--- config.mk ---
export PLATFORM = sky130hd
export DESIGN_NAME = fetch_unit_flat
export DESIGN_NICKNAME = d
export VERILOG_FILES = /design/src/rtl/fetch_unit_if.sv /design/src/rtl/fetch_unit.sv /design/src/flat_wrapper.sv
export SDC_FILE = /design/constraint.sdc
export NUM_CORES = 1
export LEC_CHECK = 0
export BUFFER_PORTS_ARGS = -buffer_cell sky130_fd_sc_hd__buf_2
export CAP_MARGIN = 20
export CORE_AREA = 2 2 168 88
export CTS_CLUSTER_SIZE = 14
export DETAILED_ROUTE_END_ITERATION = 12
export DIE_AREA = 0 0 170 90
export HOLD_SLACK_MARGIN = 0.12
export PLACE_DENSITY = 0.81
export SLEW_MARGIN = 20
export SYNTH_ARGS = -nofsm -noshare
export SYNTH_HDL_FRONTEND = slang
export SYNTH_SLANG_ARGS = --single-unit
--- constraint.sdc ---
create_clock -name clk -period 5.4 [get_ports clk]
set_input_delay 0.54 -clock clk [delete_from_list [all_inputs] [get_ports clk]]
set_output_delay 0.54 -clock clk [all_outputs]
set_load 0.01 [all_outputs]
--- src/rtl/fetch_unit_if.sv ---
// Instruction-memory request/response channel between the fetch unit and imem.
// Single outstanding request; responses are always accepted by the fetch side.
interface fetch_unit_if;
  logic        imem_req_valid;
  logic        imem_req_ready;
  logic [31:0] imem_req_addr;
  logic        imem_rsp_valid;
  logic [31:0] imem_rsp_data;

  modport master (
    output imem_req_valid,
    output imem_req_addr,
    input  imem_req_ready,
    input  imem_rsp_valid,
    input  imem_rsp_data
  );

  modport slave (
    input  imem_req_valid,
    input  imem_req_addr,
    output imem_req_ready,
    output imem_rsp_valid,
    output imem_rsp_data
  );
endinterface

--- src/rtl/fetch_unit.sv ---
// Fetch stage + IF/ID register; request-accept to ValidD is response latency + 1 edge.
// Backpressure: imem ready stalls pc_f; StallD parks one response in a 1-entry buffer.
module fetch_unit #(
  parameter logic [31:0] RESET_PC  = 32'h0000_0000,
  parameter logic [31:0] NOP_INSTR = 32'h0000_0013
) (
  input  logic         clk,
  input  logic         rst,
  fetch_unit_if.master imem,
  input  logic         StallD,
  input  logic         FlushD,
  input  logic         redirect_valid,
  input  logic [31:0]  redirect_pc,
  output logic [31:0]  InstrD,
  output logic [31:0]  PCD,
  output logic [31:0]  PCPlus4D,
  output logic         ValidD
);

  localparam logic [1:0] S_REQ  = 2'd0;
  localparam logic [1:0] S_WAIT = 2'd1;
  localparam logic [1:0] S_HOLD = 2'd2;
  localparam logic [1:0] S_DROP = 2'd3;

  logic [1:0]  state;
  logic [31:0] pc_f;
  logic [31:0] issued_pc;
  logic [31:0] buf_instr;
  logic        req_fire;
  logic        dec_take;

  assign imem.imem_req_valid = (state == S_REQ);
  assign imem.imem_req_addr  = pc_f;
  assign req_fire            = imem.imem_req_valid && imem.imem_req_ready;
  assign dec_take            = !StallD && !FlushD;
  assign PCPlus4D            = PCD + 32'd4;

  always_ff @(posedge clk) begin
    if (rst) begin
      state     <= S_REQ;
      pc_f      <= RESET_PC;
      issued_pc <= RESET_PC;
      buf_instr <= NOP_INSTR;
      InstrD    <= NOP_INSTR;
      PCD       <= RESET_PC;
      ValidD    <= 1'b0;
    end else begin
      // Bubble unless decode is stalled; flush and redirect beat the stall.
      if (FlushD || redirect_valid || !StallD) begin
        ValidD <= 1'b0;
        InstrD <= NOP_INSTR;
      end

      if (redirect_valid) begin
        pc_f <= redirect_pc & ~32'd3;
        case (state)
          S_REQ:          state <= req_fire ? S_DROP : S_REQ;
          S_WAIT, S_DROP: state <= imem.imem_rsp_valid ? S_REQ : S_DROP;
          default:        state <= S_REQ;
        endcase
      end else begin
        case (state)
          S_REQ: begin
            if (req_fire) begin
              pc_f      <= pc_f + 32'd4;
              issued_pc <= pc_f;
              state     <= S_WAIT;
            end
          end
          S_WAIT: begin
            if (imem.imem_rsp_valid) begin
              if (dec_take) begin
                InstrD <= imem.imem_rsp_data;
                PCD    <= issued_pc;
                ValidD <= 1'b1;
                state  <= S_REQ;
              end else begin
                buf_instr <= imem.imem_rsp_data;
                state     <= S_HOLD;
              end
            end
          end
          S_HOLD: begin
            if (dec_take) begin
              InstrD <= buf_instr;
              PCD    <= issued_pc;
              ValidD <= 1'b1;
              state  <= S_REQ;
            end
          end
          default: begin
            // Stale response is swallowed without touching IF/ID.
            if (imem.imem_rsp_valid) state <= S_REQ;
          end
        endcase
      end
    end
  end

endmodule

--- src/flat_wrapper.sv ---
// flat-port wrapper written by rule: the top's interface ports become plain ports
module fetch_unit_flat 
#(
  parameter logic [31:0] RESET_PC  = 32'h0000_0000,
  parameter logic [31:0] NOP_INSTR = 32'h0000_0013
)
  (clk, rst, StallD, FlushD, redirect_valid, redirect_pc, InstrD, PCD, PCPlus4D, ValidD, imem_imem_req_valid, imem_imem_req_addr, imem_imem_req_ready, imem_imem_rsp_valid, imem_imem_rsp_data);
  fetch_unit_if imem_i ();
  input  logic clk;
  input  logic rst;
  input  logic StallD;
  input  logic FlushD;
  input  logic redirect_valid;
  input  logic [31:0] redirect_pc;
  output logic [31:0] InstrD;
  output logic [31:0] PCD;
  output logic [31:0] PCPlus4D;
  output logic ValidD;
  output wire logic [$bits(imem_i.imem_req_valid)-1:0] imem_imem_req_valid;
  output wire logic [$bits(imem_i.imem_req_addr)-1:0] imem_imem_req_addr;
  input wire logic [$bits(imem_i.imem_req_ready)-1:0] imem_imem_req_ready;
  input wire logic [$bits(imem_i.imem_rsp_valid)-1:0] imem_imem_rsp_valid;
  input wire logic [$bits(imem_i.imem_rsp_data)-1:0] imem_imem_rsp_data;
  assign imem_imem_req_valid = imem_i.imem_req_valid;
  assign imem_imem_req_addr = imem_i.imem_req_addr;
  assign imem_i.imem_req_ready = imem_imem_req_ready;
  assign imem_i.imem_rsp_valid = imem_imem_rsp_valid;
  assign imem_i.imem_rsp_data = imem_imem_rsp_data;
  fetch_unit #(.RESET_PC(RESET_PC), .NOP_INSTR(NOP_INSTR)) u_core (.clk(clk), .rst(rst), .imem(imem_i), .StallD(StallD), .FlushD(FlushD), .redirect_valid(redirect_valid), .redirect_pc(redirect_pc), .InstrD(InstrD), .PCD(PCD), .PCPlus4D(PCPlus4D), .ValidD(ValidD));
endmodule
# After elaboration in Yosys (flattened, before gate mapping)
# Index checks and enable logic that the tools add are counted.
[word_totals]
register_bits = 163
out_inout_bits = 130
latch_bits = 0
elab_cells = 65
inputBits = 71
mem_bits_ro = 0
memories = 0
ramBits = 0
[op_classes]
mux = 27
magnitude_cmp = 0
mul = 0
addsub = 2
n_bitwise = 2
shift = 0
reduce_logical = 19
n_div = 0
eq_ne = 7
[ops]
columns = ["op", "n"]
rows = [
  ["2-to-1 mux 32 bit", 10],
  ["case mux 32 bit (2 select lines)", 2],
  ["adder 32 x 3 -> 32 bit, second input constant", 2],
  ["2-to-1 mux 2 bit", 8],
  ["AND reduction 4 bit", 2],
  ["!= test 3 bit, second input constant", 2],
  ["case mux 2 bit (3 select lines)", 1],
  ["AND reduction 3 bit", 2],
  ["nonzero test 2 bit", 3],
  ["== test 2 bit, second input constant", 2],
  ["2-to-1 mux 1 bit", 4],
  ["case mux 2 bit (2 select lines)", 1],
  ["AND reduction 2 bit", 2],
  ["nonzero test 4 bit", 1],
  ["OR reduction 2 bit", 2],
  ["!= test 3 x 2 -> 1 bit, second input constant", 1],
  ["== test 2 x 1 -> 1 bit, second input constant", 1],
  ["logical AND 1 bit", 2],
  ["logical NOT 1 bit", 2],
  ["logical NOT 2 bit", 1],
  ["logical OR 1 bit", 2],
  ["!= test 2 bit, second input constant", 1],
  ["inverter 1 bit", 2],
  ["case mux 1 bit (2 select lines)", 1],
]

# Logic depth before layout (Yosys ltp)
[logic_depth]
word_depth = 7
depth_mapped = 8
mapped_depth_nobuf = 6

# Least setup slack after synthesis
# OpenSTA, ideal clock, no wires.
[synth_timing]
kind = "reg-to-output"
from = "reg u_core.PCD[2]"
to = "out PCPlus4D[24]"
arrival_time_ps = 2011
slack_ps = 2849
stages_incl_launch_ff = 6
cell_sequence = "dfxtp_1 -> ha_1 -> nand3_1 -> nor4_1 -> nand4_1 -> xnor2_1"
[synth_via]
elab_chain_cells = 1
[synth_rtl]
columns = ["item", "line_no", "rtl"]
rows = [
  ["from (decl)", "fetch_unit.sv:15", "output logic [31:0] PCD,"],
  ["from (signal assigned)", "fetch_unit.sv:74", "PCD <= issued_pc;"],
  ["from (signal assigned)", "fetch_unit.sv:86", "PCD <= issued_pc;"],
  ["adder 32 x 3 -> 32 bit", "fetch_unit.sv:36", "assign PCPlus4D = PCD + 32'd4;"],
  ["to (decl)", "flat_wrapper.sv:17", "output logic [31:0] PCPlus4D;"],
]
# Every way passes these cells.

# Worst setup path in the final report
[layout_timing]
from = "reg u_core.PCD[9]"
to = "out PCPlus4D[31]"
# Same word-level chain as after synthesis.

==> impl_results.md <==
* Die H at 90 um
* Slowest stage cell, crit path: nor4_1
* Synth warn at 0
* Net Switching at 0.8032 mW
* Setup Fix Bufs, Post-CTS at 0
* Crit. End Element: primary output
* Final nets at 1176
* Pwr Density at 294.4 nW/um^2
* Pre-CTS setup slack at 2039 ps
* GRT met3 Usage at 7.486%
* Ys flop type: dfxtp_1
* Placed Cells at 1260
* # clock sinks at 157
* Final ANT Viol Nets at 0
* Clock slew at reported path FFs at 70 ps
* PortBufs at 192
* Global route overflow at 0
* Worst path arrival time at 2520 ps
* Slew Viols, Final at 0
* Share of cells above drive strength 1 at 22.41%
* Final setup vio count at 0
* Mapped Cells at 952
* Crit-path cells: nand4_1, nor4_1, nand4_1, xnor2_1, buf_2
* Critical Path RT at 4860 ps
* M2 GR Usage at 39.59%
* RSZ-0062 raised after global routing: false
* Async S/R FF share, synth at 0%
* Clock power share at 40.7%
* Max Cap Viol at 0
* VDD IR max at 0.0002108 V
* Initial antenna violation count at 0
* Final wirelength at 22700 um
* Post-synthesis sequential area ratio at 40.84%
* Top-area cell type share of the netlist area at 40.84%
* Yosys cell types at 53
* Row count at 31
* H-Tree Depth at 4
* CTS tree: done
* Setup CP Type: reg2out
* Clk_lat worst skew at 410 ps
* Vias per inst at 6.091
* Startpoint Class: register
* HP Class: in2reg
* Pint at 1.915 mW
* Setup TNS at 0 ps
* Initial Utilization at 55.12%
* Busiest layer in global routing: met1
* Final worst setup slack at 2344 ps
* Delay of the slowest critical-path stage at 810 ps
* Area contributors post-synth: dfxtp_1 41%, nand2_1 7.7%, a22o_1 6.6%
* Die width at 170 um
* Non-filler instance count after layout at 1292
* Total Power at 2.719 mW
* DR vias at 7870
* Initial DRC Count at 821
* CP delay by family, top: simple AND/OR/NAND/NOR gates
* Slew at the pin with the worst max-slew slack at 1040 ps
* Drt wl/cell at 17.57 um
* GRT Resource Usage Total at 29.54%
* Number of synthesized register bits at 157
* Post-synth top area cell: dfxtp_1
* Hold Fails Final Rpt at 0
* Placed inst area at 8685 um^2
* Fin area at 9234 um^2
* Hold buffer count at CTS at 0
* CP Max Fanout at 7
* Post-synth top cells: 157 x dfxtp_1, 157 x nand2_1, 101 x a21oi_1, 69 x clkbuf_1, 62 x nor2_1
* Area Overhead vs Synth at 19.98%
* Clock skew at 11.11 ps
* CTS Buf Count at 17
* Comb pwr share at 13.6%
* Die ar. at 15300 um^2
* Bufs and invs on worst path at 1
* N_diodes at 0
* CTS Root Cell: clkbuf_16
* Leak at 3.610 nW
* Outcome: finished, final reports clean
* Met1 Use GR at 47.08%
* Clock tree buffer depth at 2
* Core Area at 13960 um^2
* Slew HR at 30.21%
* Post-synth EDFFs at 0
* Vias in the first global route at 6818
* Max Fclk at 0.3272 GHz
* Gp weighted congestion at 0.8752
* Final worst path period need at 3056 ps
* CP dominant cell by count: nand4_1
* Net Sw Frac at 29.54%
* Synth Cell Area at 7696 um^2
* First-pass GRT wire length at 36140 um
* Post-DP HPWL at 15540 um
* Drt first pass iters at 5
* I/O pins at 201
* Largest net degree at the start of global routing at 90
* Drt drc at 0
* Crit share post-route at 56.59%
* # resized after CTS at 0
* Reg power frac at 45.7%
* Mean post-synth cell area at 8.084 um^2
layout by cell type (no fill, tap or decap), drive strengths merged, types with 2 or more instances in the layout:
cell | synthesis | final
conb | 1 | 6
a311oi | 5 | 5
nor3 | 41 | 41
nand3b | 8 | 8
or4 | 9 | 9
clkinvlp | 0 | 5
o211ai | 2 | 2
nor2 | 62 | 62
nor4 | 13 | 13
nor3b | 5 | 5
or3 | 4 | 4
a221oi | 2 | 2
buf | 12 | 204
and2 | 2 | 2
mux2i | 31 | 31
clkbuf | 70 | 19
and3 | 3 | 3
nor2b | 2 | 2
o31ai | 2 | 2
clkinv | 1 | 3
ha | 6 | 6
xor2 | 8 | 8
inv | 22 | 28
nand3 | 23 | 23
a22o | 58 | 58
nand4 | 22 | 22
a211oi | 14 | 14
a21o | 4 | 4
a22oi | 31 | 31
and4 | 7 | 7
or2 | 3 | 3
a2111oi | 6 | 6
a21oi | 101 | 101
xnor2 | 30 | 30
o21ai | 11 | 11
a31oi | 4 | 4
o2bb2ai | 3 | 3
nand2 | 157 | 157
dfxtp | 157 | 157
a222oi | 2 | 2
final timing paths:
check / slack (ps) / start / depth (start not counted) / endpoint
min reg2reg: 460 / u_core.issued_pc[15] / 2 / u_core.issued_pc[15]
min: 360 / imem_imem_rsp_data[1] / 3 / u_core.InstrD[1]
max: 2340 / u_core.PCD[9] / 5 / PCPlus4D[31]
max reg2reg: 2560 / u_core.state[0] / 6 / u_core.imem.imem_req_addr[16]
worst min-delay path, cell delays in order:
cell	delay, ps
buf_2	90
a21oi_1	50
nand2_1	50
cells by family after synthesis:
group | Yosys count | synth area share [%]
compound gates | 250 | 22.03
xor+xnor | 38 | 4.325
fa+ha+maj | 6 | 0.9754
buf+inv | 105 | 5.446
flops | 157 | 40.84
mux | 31 | 4.032
other cells | 1 | 0.04873
simple gates | 364 | 22.31
layer usage:
layer | share of wire (%) | vias to the layer above
li1 | - | 3720
met4 | 0.65 | 0
met2 | 41 | 409
met3 | 10 | 19
met5 | 0 | -
met1 | 48 | 3722
power groups by stage:
stage	logic, mW	clock network, mW	registers, mW
2_1_floorplan	0.242	0	1.26
3_3_place_gp	0.353	0	1.26
3_5_place_dp	0.360	0	1.27
4_1_cts	0.362	1.12	1.24
5_1_grt	0.408	1.17	1.25
6_report	0.369	1.11	1.24
sequential cells by signal, summed over array words and instances, names as in the netlist:
name,flops
u_core.issued_pc,30
u_core.state,2
u_core.ValidD,1
u_core.imem.imem_req_addr,30
u_core.buf_instr,32
u_core.InstrD,32
u_core.PCD,30
area by class of cell:
class,instances,area (um^2)
tap,181,226.5
multi-input combinational,695,4184
inverter,23,86.33
fill,1189,4730
clock buffer,18,429.2
clock inverter,13,106.4
timing repair buffer,205,1059
sequential,157,3143
through the flow:
stage | util (%) | hold slack [ps]
4_1_cts | 66.03 | 347.2
2_1_floorplan | - | 432.4
3_5_place_dp | 62.20 | 446.1
5_1_grt | 66.13 | 360.4
6_report | 66.13 | 358.4
3_3_place_gp | 62.20 | 443.6
Power figures use the tool's default switching activity.
